`config.mk`:
```
export PLATFORM = sky130hd
export DESIGN_NAME = chip8_core
export DESIGN_NICKNAME = d
export VERILOG_FILES = /design/src/rtl/chip8_core.sv
export SDC_FILE = /design/constraint.sdc
export NUM_CORES = 2
export LEC_CHECK = 0
export CELL_PAD_IN_SITES_DETAIL_PLACEMENT = 0
export CELL_PAD_IN_SITES_GLOBAL_PLACEMENT = 1
export CORE_ASPECT_RATIO = 1.25
export CORE_UTILIZATION = 50
export DETAILED_ROUTE_END_ITERATION = 6
export PLACE_DENSITY_LB_ADDON = 0.1
export SYNTH_ARGS = -nofsm -noshare
export SYNTH_HDL_FRONTEND = slang
export SYNTH_SLANG_ARGS = --single-unit
```
`constraint.sdc`:
```
create_clock -name CLOCK_50 -period 15.12 [get_ports CLOCK_50]
set_input_delay 3.024 -clock CLOCK_50 [delete_from_list [all_inputs] [get_ports CLOCK_50]]
set_output_delay 3.024 -clock CLOCK_50 [all_outputs]
set_load 0.02 [all_outputs]
```
`src/rtl/chip8_core.sv`:
```
// chip8_core: CHIP-8 interpreter core fetching big-endian opcodes from ram1 port A.
// Optional macro CHIP8_MEMOPS_EN enables FX33/FX55/FX65 and the MEM state;
// without it those opcodes are NOPs and ram_data/ram_wren are tied low.
// ram_q is expected to reflect the byte at ram_address one clock after the
// address register is loaded, so every read is issued one state before it is latched.
module chip8_core #(
    parameter logic [11:0] PC_RESET = 12'h200
) (
    input  logic        CLOCK_50,
    input  logic        reset,
    input  logic [7:0]  ram_q,
    output logic [11:0] ram_address,
    output logic [7:0]  ram_data,
    output logic        ram_wren,
    output logic [7:0]  LED
);

    localparam int unsigned DW = 8;
    localparam int unsigned AW = 12;

    typedef enum logic [2:0] {
        FETCH1 = 3'd0,
        FETCH2 = 3'd1,
        FETCH3 = 3'd2,
        EXEC   = 3'd3
`ifdef CHIP8_MEMOPS_EN
        ,
        MEM    = 3'd4
`endif
    } state_t;

    state_t         state, state_n;
    logic [DW-1:0]  v [16];
    logic [DW-1:0]  v_n [16];
    logic [AW-1:0]  stack [16];
    logic [AW-1:0]  i_reg, i_n;
    logic [AW-1:0]  pc, pc_n;
    logic [3:0]     sp, sp_n;
    logic [15:0]    opcode, opcode_n;
    logic [AW-1:0]  addr_n;
    logic           stack_we;

    logic [3:0]     x, y, n;
    logic [7:0]     nn;
    logic [11:0]    nnn;
    logic [DW-1:0]  vx, vy;
    logic [8:0]     add9;
    logic [3:0]     sp_dec;

`ifdef CHIP8_MEMOPS_EN
    logic [DW-1:0]  data_n;
    logic           wren_n;
    logic [4:0]     cnt, cnt_n;
    logic [3:0]     cnt_inc, cnt_dec;
    logic [DW-1:0]  bcd_h, bcd_t, bcd_o;
`endif

    // Opcode field decode and shared arithmetic
    assign x      = opcode[11:8];
    assign y      = opcode[7:4];
    assign n      = opcode[3:0];
    assign nn     = opcode[7:0];
    assign nnn    = opcode[11:0];
    assign vx     = v[x];
    assign vy     = v[y];
    assign add9   = {1'b0, vx} + {1'b0, vy};
    assign sp_dec = sp - 4'd1;
    assign LED    = v[0];

`ifdef CHIP8_MEMOPS_EN
    assign cnt_inc = cnt[3:0] + 4'd1;
    assign cnt_dec = 4'(cnt - 5'd1);
    assign bcd_h   = vx / 8'd100;
    assign bcd_t   = (vx / 8'd10) % 8'd10;
    assign bcd_o   = vx % 8'd10;
`else
    assign ram_data = '0;
    assign ram_wren = 1'b0;
`endif

    // State and datapath registers
    always_ff @(posedge CLOCK_50 or posedge reset) begin
        if (reset) begin
            state       <= FETCH1;
            for (int k = 0; k < 16; k++) begin
                v[k]     <= '0;
                stack[k] <= '0;
            end
            i_reg       <= '0;
            pc          <= PC_RESET;
            sp          <= '0;
            opcode      <= '0;
            ram_address <= '0;
`ifdef CHIP8_MEMOPS_EN
            ram_data    <= '0;
            ram_wren    <= 1'b0;
            cnt         <= '0;
`endif
        end else begin
            state       <= state_n;
            v           <= v_n;
            i_reg       <= i_n;
            pc          <= pc_n;
            sp          <= sp_n;
            opcode      <= opcode_n;
            ram_address <= addr_n;
            if (stack_we) begin
                stack[sp] <= pc + 12'd2;
            end
`ifdef CHIP8_MEMOPS_EN
            ram_data    <= data_n;
            ram_wren    <= wren_n;
            cnt         <= cnt_n;
`endif
        end
    end

    // Next-state, execute and memory sequencing
    always_comb begin
        state_n  = state;
        v_n      = v;
        i_n      = i_reg;
        pc_n     = pc;
        sp_n     = sp;
        opcode_n = opcode;
        addr_n   = ram_address;
        stack_we = 1'b0;
`ifdef CHIP8_MEMOPS_EN
        data_n   = ram_data;
        wren_n   = 1'b0;
        cnt_n    = cnt;
`endif
        case (state)
            FETCH1: begin
                addr_n  = pc;
                state_n = FETCH2;
            end
            FETCH2: begin
                addr_n          = pc + 12'd1;
                opcode_n[15:8]  = ram_q;
                state_n         = FETCH3;
            end
            FETCH3: begin
                opcode_n[7:0] = ram_q;
                state_n       = EXEC;
            end
            EXEC: begin
                state_n = FETCH1;
                pc_n    = pc + 12'd2;
                case (opcode[15:12])
                    4'h0: begin
                        if (opcode == 16'h00EE) begin
                            sp_n = sp_dec;
                            pc_n = stack[sp_dec];
                        end
                    end
                    4'h1: pc_n = nnn;
                    4'h2: begin
                        stack_we = 1'b1;
                        sp_n     = sp + 4'd1;
                        pc_n     = nnn;
                    end
                    4'h3: if (vx == nn) pc_n = pc + 12'd4;
                    4'h4: if (vx != nn) pc_n = pc + 12'd4;
                    4'h5: if (n == 4'h0 && vx == vy) pc_n = pc + 12'd4;
                    4'h6: v_n[x] = nn;
                    4'h7: v_n[x] = vx + nn;
                    4'h8: begin
                        // Flag is written after the result so VF as destination keeps the flag
                        case (n)
                            4'h0: v_n[x] = vy;
                            4'h1: v_n[x] = vx | vy;
                            4'h2: v_n[x] = vx & vy;
                            4'h3: v_n[x] = vx ^ vy;
                            4'h4: begin
                                v_n[x]    = add9[7:0];
                                v_n[4'hF] = 8'(add9[8]);
                            end
                            4'h5: begin
                                v_n[x]    = vx - vy;
                                v_n[4'hF] = 8'(vx >= vy);
                            end
                            4'h6: begin
                                v_n[x]    = vx >> 1;
                                v_n[4'hF] = 8'(vx[0]);
                            end
                            4'h7: begin
                                v_n[x]    = vy - vx;
                                v_n[4'hF] = 8'(vy >= vx);
                            end
                            4'hE: begin
                                v_n[x]    = vx << 1;
                                v_n[4'hF] = 8'(vx[7]);
                            end
                            default: ;
                        endcase
                    end
                    4'h9: if (n == 4'h0 && vx != vy) pc_n = pc + 12'd4;
                    4'hA: i_n  = nnn;
                    4'hB: pc_n = nnn + 12'(v[0]);
                    4'hF: begin
                        case (nn)
                            8'h1E: i_n = i_reg + 12'(vx);
`ifdef CHIP8_MEMOPS_EN
                            8'h33: begin
                                addr_n  = i_reg;
                                data_n  = bcd_h;
                                wren_n  = 1'b1;
                                cnt_n   = '0;
                                state_n = MEM;
                            end
                            8'h55: begin
                                addr_n  = i_reg;
                                data_n  = v[0];
                                wren_n  = 1'b1;
                                cnt_n   = '0;
                                state_n = MEM;
                            end
                            8'h65: begin
                                cnt_n   = '0;
                                state_n = MEM;
                            end
`endif
                            default: ;
                        endcase
                    end
                    default: ;
                endcase
            end
`ifdef CHIP8_MEMOPS_EN
            MEM: begin
                case (nn)
                    8'h33: begin
                        if (cnt == 5'd2) begin
                            state_n = FETCH1;
                        end else begin
                            addr_n = i_reg + 12'(cnt) + 12'd1;
                            data_n = (cnt == 5'd0) ? bcd_t : bcd_o;
                            wren_n = 1'b1;
                            cnt_n  = cnt + 5'd1;
                        end
                    end
                    8'h55: begin
                        if (cnt == {1'b0, x}) begin
                            state_n = FETCH1;
                        end else begin
                            addr_n = i_reg + 12'(cnt) + 12'd1;
                            data_n = v[cnt_inc];
                            wren_n = 1'b1;
                            cnt_n  = cnt + 5'd1;
                        end
                    end
                    8'h65: begin
                        // Issue I+cnt now, capture the byte issued in the previous cycle
                        if (cnt <= {1'b0, x}) begin
                            addr_n = i_reg + 12'(cnt);
                        end
                        if (cnt != 5'd0) begin
                            v_n[cnt_dec] = ram_q;
                        end
                        if (cnt == {1'b0, x} + 5'd1) begin
                            state_n = FETCH1;
                        end else begin
                            cnt_n = cnt + 5'd1;
                        end
                    end
                    default: state_n = FETCH1;
                endcase
            end
`endif
            default: state_n = FETCH1;
        endcase
    end

endmodule

```
==> flow_metrics.tcl <==
set metrics [dict create \
    place_ws_ns 8.94 \
    post-cts-setup-buffers 0 \
    placed_area_um2 28200 \
    worstHoldPathCells 2 \
    status "complete, but fails checks" \
    grt_pass1_vias 27359 \
    power.density_nw_per_um2 115 \
    vdd_drop_max_mv 0.102 \
    io_pins 39 \
    r2r_cells 13 \
    cts-resized-gates 0 \
    top_usage_layer "met2" \
    hold_viol 0 \
    antenna_found_initial 3 \
    crit_top_cell "a21oi_1" \
    cts.path.max_buffers 3 \
    synthArstFlopShare 1.00 \
    synth_cells 3241 \
    fillers 5029 \
    worst_pin_slew_ns 1.54 \
    slowest_stage "mux4_2" \
    crit_arrival_ns 6.81 \
    fin_crit_ns 6.41 \
    grt_pass1_wl_um 189000 \
    grt.total_usage 0.467 \
    cts_root_buf "clkbuf_16" \
    reg2reg_from "opcode[8]$_DFFE_PP0P_" \
    r2r_end "v[63]$_DFFE_PP0P_" \
    final_layout_size_suffix_gt1_frac 0.125 \
    leakage_nw 11.9 \
    setup-tns-final_ns 0 \
    min_path_type "reg -> reg" \
    violations "design-rule violations, max-capacitance violations, max-slew violations" \
    die_h_um 263 \
    cts_num_sinks 366 \
    crit_type "reg -> reg" \
    ys_ff_latch 366 \
    final_common_cell "o21ai_0" \
    vias 28294 \
    endpoint_kind "flop" \
    rrSetupSlack_ns 8.71 \
    crit_chain "buf_4 > mux4_2 > mux4_2 > inv_1 > ha_1 > inv_2 > a21oi_1 > o211ai_1 > mux2_2 > nor4_2 > a21oi_1 > a211oi_2 > a21oi_1" \
    critPathLaunchType "flop" \
    layout.nets 3193 \
    yosysWarnings 0 \
    max_cap_violations 2 \
    clk-insertion-delay-late_ns 0.58 \
    globalRouteMet2Util 0.699 \
    period_share 0.424 \
    crit_required_ns 15.51 \
    drc_errors 20 \
    drtAntennaViolNets 0 \
    rows 95 \
    drt_wl_total_um 129000 \
    routedWlPerCell_um 33.4 \
    cts.clk_slew.worst_paths_ns 0.06 \
    postCtsHoldBufs 0 \
    max_clock_freq_mhz 156 \
    cp_max_fo 51 \
    slew_headroom -0.0404 \
    synth_cell_type_count 101 \
    dr.pass1.iters 7 \
    final_cell_mix "o21ai_0, nand2_1, dfrtp_1" \
    grtUsageMet1 0.543 \
    overflow 0 \
    io_buffers 29 \
    layoutNonFillerInstCount 3878 \
    drv_slew 7 \
    seq_area_frac_synth 0.335 \
    synthFlopType "dfrtp_1" \
    core_area_um2 53800 \
    cts_tree "done" \
    gp_congestion 1.08 \
    area_growth_pct 8.12 \
    cts_max_level 2 \
    fin_area_um2 29600 \
    drtIter0Drc 4332 \
    grt_max_degree 167 \
    synth.avg_cell_area_um2 8.44 \
    hold_path_startpoint "stack[45]$_DFFE_PP0P_" \
    dieArea_um2 55600 \
    skew_ns 0.0336 \
    max_stage_delay_ns 0.80 \
    cts_buffers 39 \
    initial_core_util 0.508 \
    synth_area_um2 27400 \
    post-dp-hpwl_um 89200 \
    fin_ws_ns 8.71 \
    dpl.cell_count 3802 \
    setup_violations 0 \
    synth_edf_count 0 \
    vias_per_cell 7.30 \
    power_mw 3.40 \
    die_w_um 211 \
    min_to "stack[45]$_DFFE_PP0P_" \
    rsz0062_at_grt "false" \
    use_met3 0.139 \
]
-- flip-flops by register name, summed over array words and instances, names as in the netlist --
register and flops:
v 120, stack 192, state 2, pc 12
ram_address 12, opcode 16, LED 8, sp 4
-- layout make-up --
cell class / count / area, um2 / area share
clock buffer: 59 / 1160 / 0.0393
inverter: 55 / 214 / 0.00724
sequential: 366 / 9180 / 0.310
multi-input combinational: 2520 / 16800 / 0.569
tap: 727 / 910 / 0.0308
clock inverter: 12 / 159 / 0.00537
antenna: 4 / 10.0 / 0.000338
timing repair buffer: 135 / 1110 / 0.0376
-- Yosys cell counts, types with 20 or more instances --
cell type,n,area share
mux2i_1,55,0.020
nand2b_1,20,0.0046
xor2_1,20,0.0064
nor2b_1,36,0.0082
nand2_1,462,0.063
mux2_2,37,0.015
a221oi_1,22,0.0070
xnor2_1,37,0.012
a31oi_1,43,0.0098
o21ai_1,78,0.014
o22ai_1,21,0.0048
nand3_1,54,0.0099
mux4_2,119,0.098
inv_1,43,0.0059
dfrtp_1,365,0.33
nand4_1,20,0.0046
o221ai_1,29,0.0093
clkbuf_1,225,0.031
buf_4,20,0.0055
o211ai_1,44,0.012
buf_2,41,0.0075
o31ai_1,21,0.0058
ha_1,61,0.028
o21ai_0,466,0.085
nor3_1,50,0.0091
a211oi_1,35,0.0096
buf_1,20,0.0027
a21oi_1,296,0.054
nor2_1,195,0.027
-- cell families after synthesis --
logic type	after synthesis	share of synthesized area
compound gates	1231	0.269
simple gates	941	0.155
flops	366	0.335
buf+inv	363	0.0550
mux	214	0.135
fa+ha+maj	66	0.0316
xor+xnor	59	0.0197
other cells	1	0.000137
-- report_power, final --
| group | switching (mW) | internal (mW) | leakage (nW) |
|---|---|---|---|
| Clock | 0.438 | 0.585 | 0.644 |
| Combinational | 0.795 | 0.409 | 6.30 |
| Sequential | 0.123 | 1.05 | 4.95 |
-- layer usage --
metal,vias up,routed length (um)
li1,11717,-
met5,-,13
met1,13623,42900
met4,2,14200
met2,2247,56200
met3,705,16000
-- critical path: cells and delay by family, from the launching register on --
kind            cells  cell delay [ns]
mux                 3             1.81
compound gates      5             1.81
buf+inv             3             1.07
simple gates        1             0.67
fa+ha+maj           1             0.46
flops               1             0.34
-- how the worst max path moves through the flow --
stage	endpoint	slack (ns)	from
detailed placement	v[63]$_DFFE_PP0P_	8.94	opcode[8]$_DFFE_PP0P_
floorplan	LED[0]$_DFFE_PP0P_	1.94	reset
global route	v[103]$_DFFE_PP0P_	8.55	opcode[8]$_DFFE_PP0P_
finish	v[63]$_DFFE_PP0P_	8.71	opcode[8]$_DFFE_PP0P_
global placement	v[63]$_DFFE_PP0P_	9.07	opcode[8]$_DFFE_PP0P_
CTS	v[63]$_DFFE_PP0P_	8.90	opcode[8]$_DFFE_PP0P_
-- per-stage QoR --
step / hold WS, ns / utilization
2_1_floorplan: 0.445 / -
5_1_grt: 0.492 / 0.549
6_report: 0.477 / 0.549
4_1_cts: 0.479 / 0.549
3_3_place_gp: 0.456 / 0.524
3_5_place_dp: 0.466 / 0.524
(Power assumes the default switching activity.)
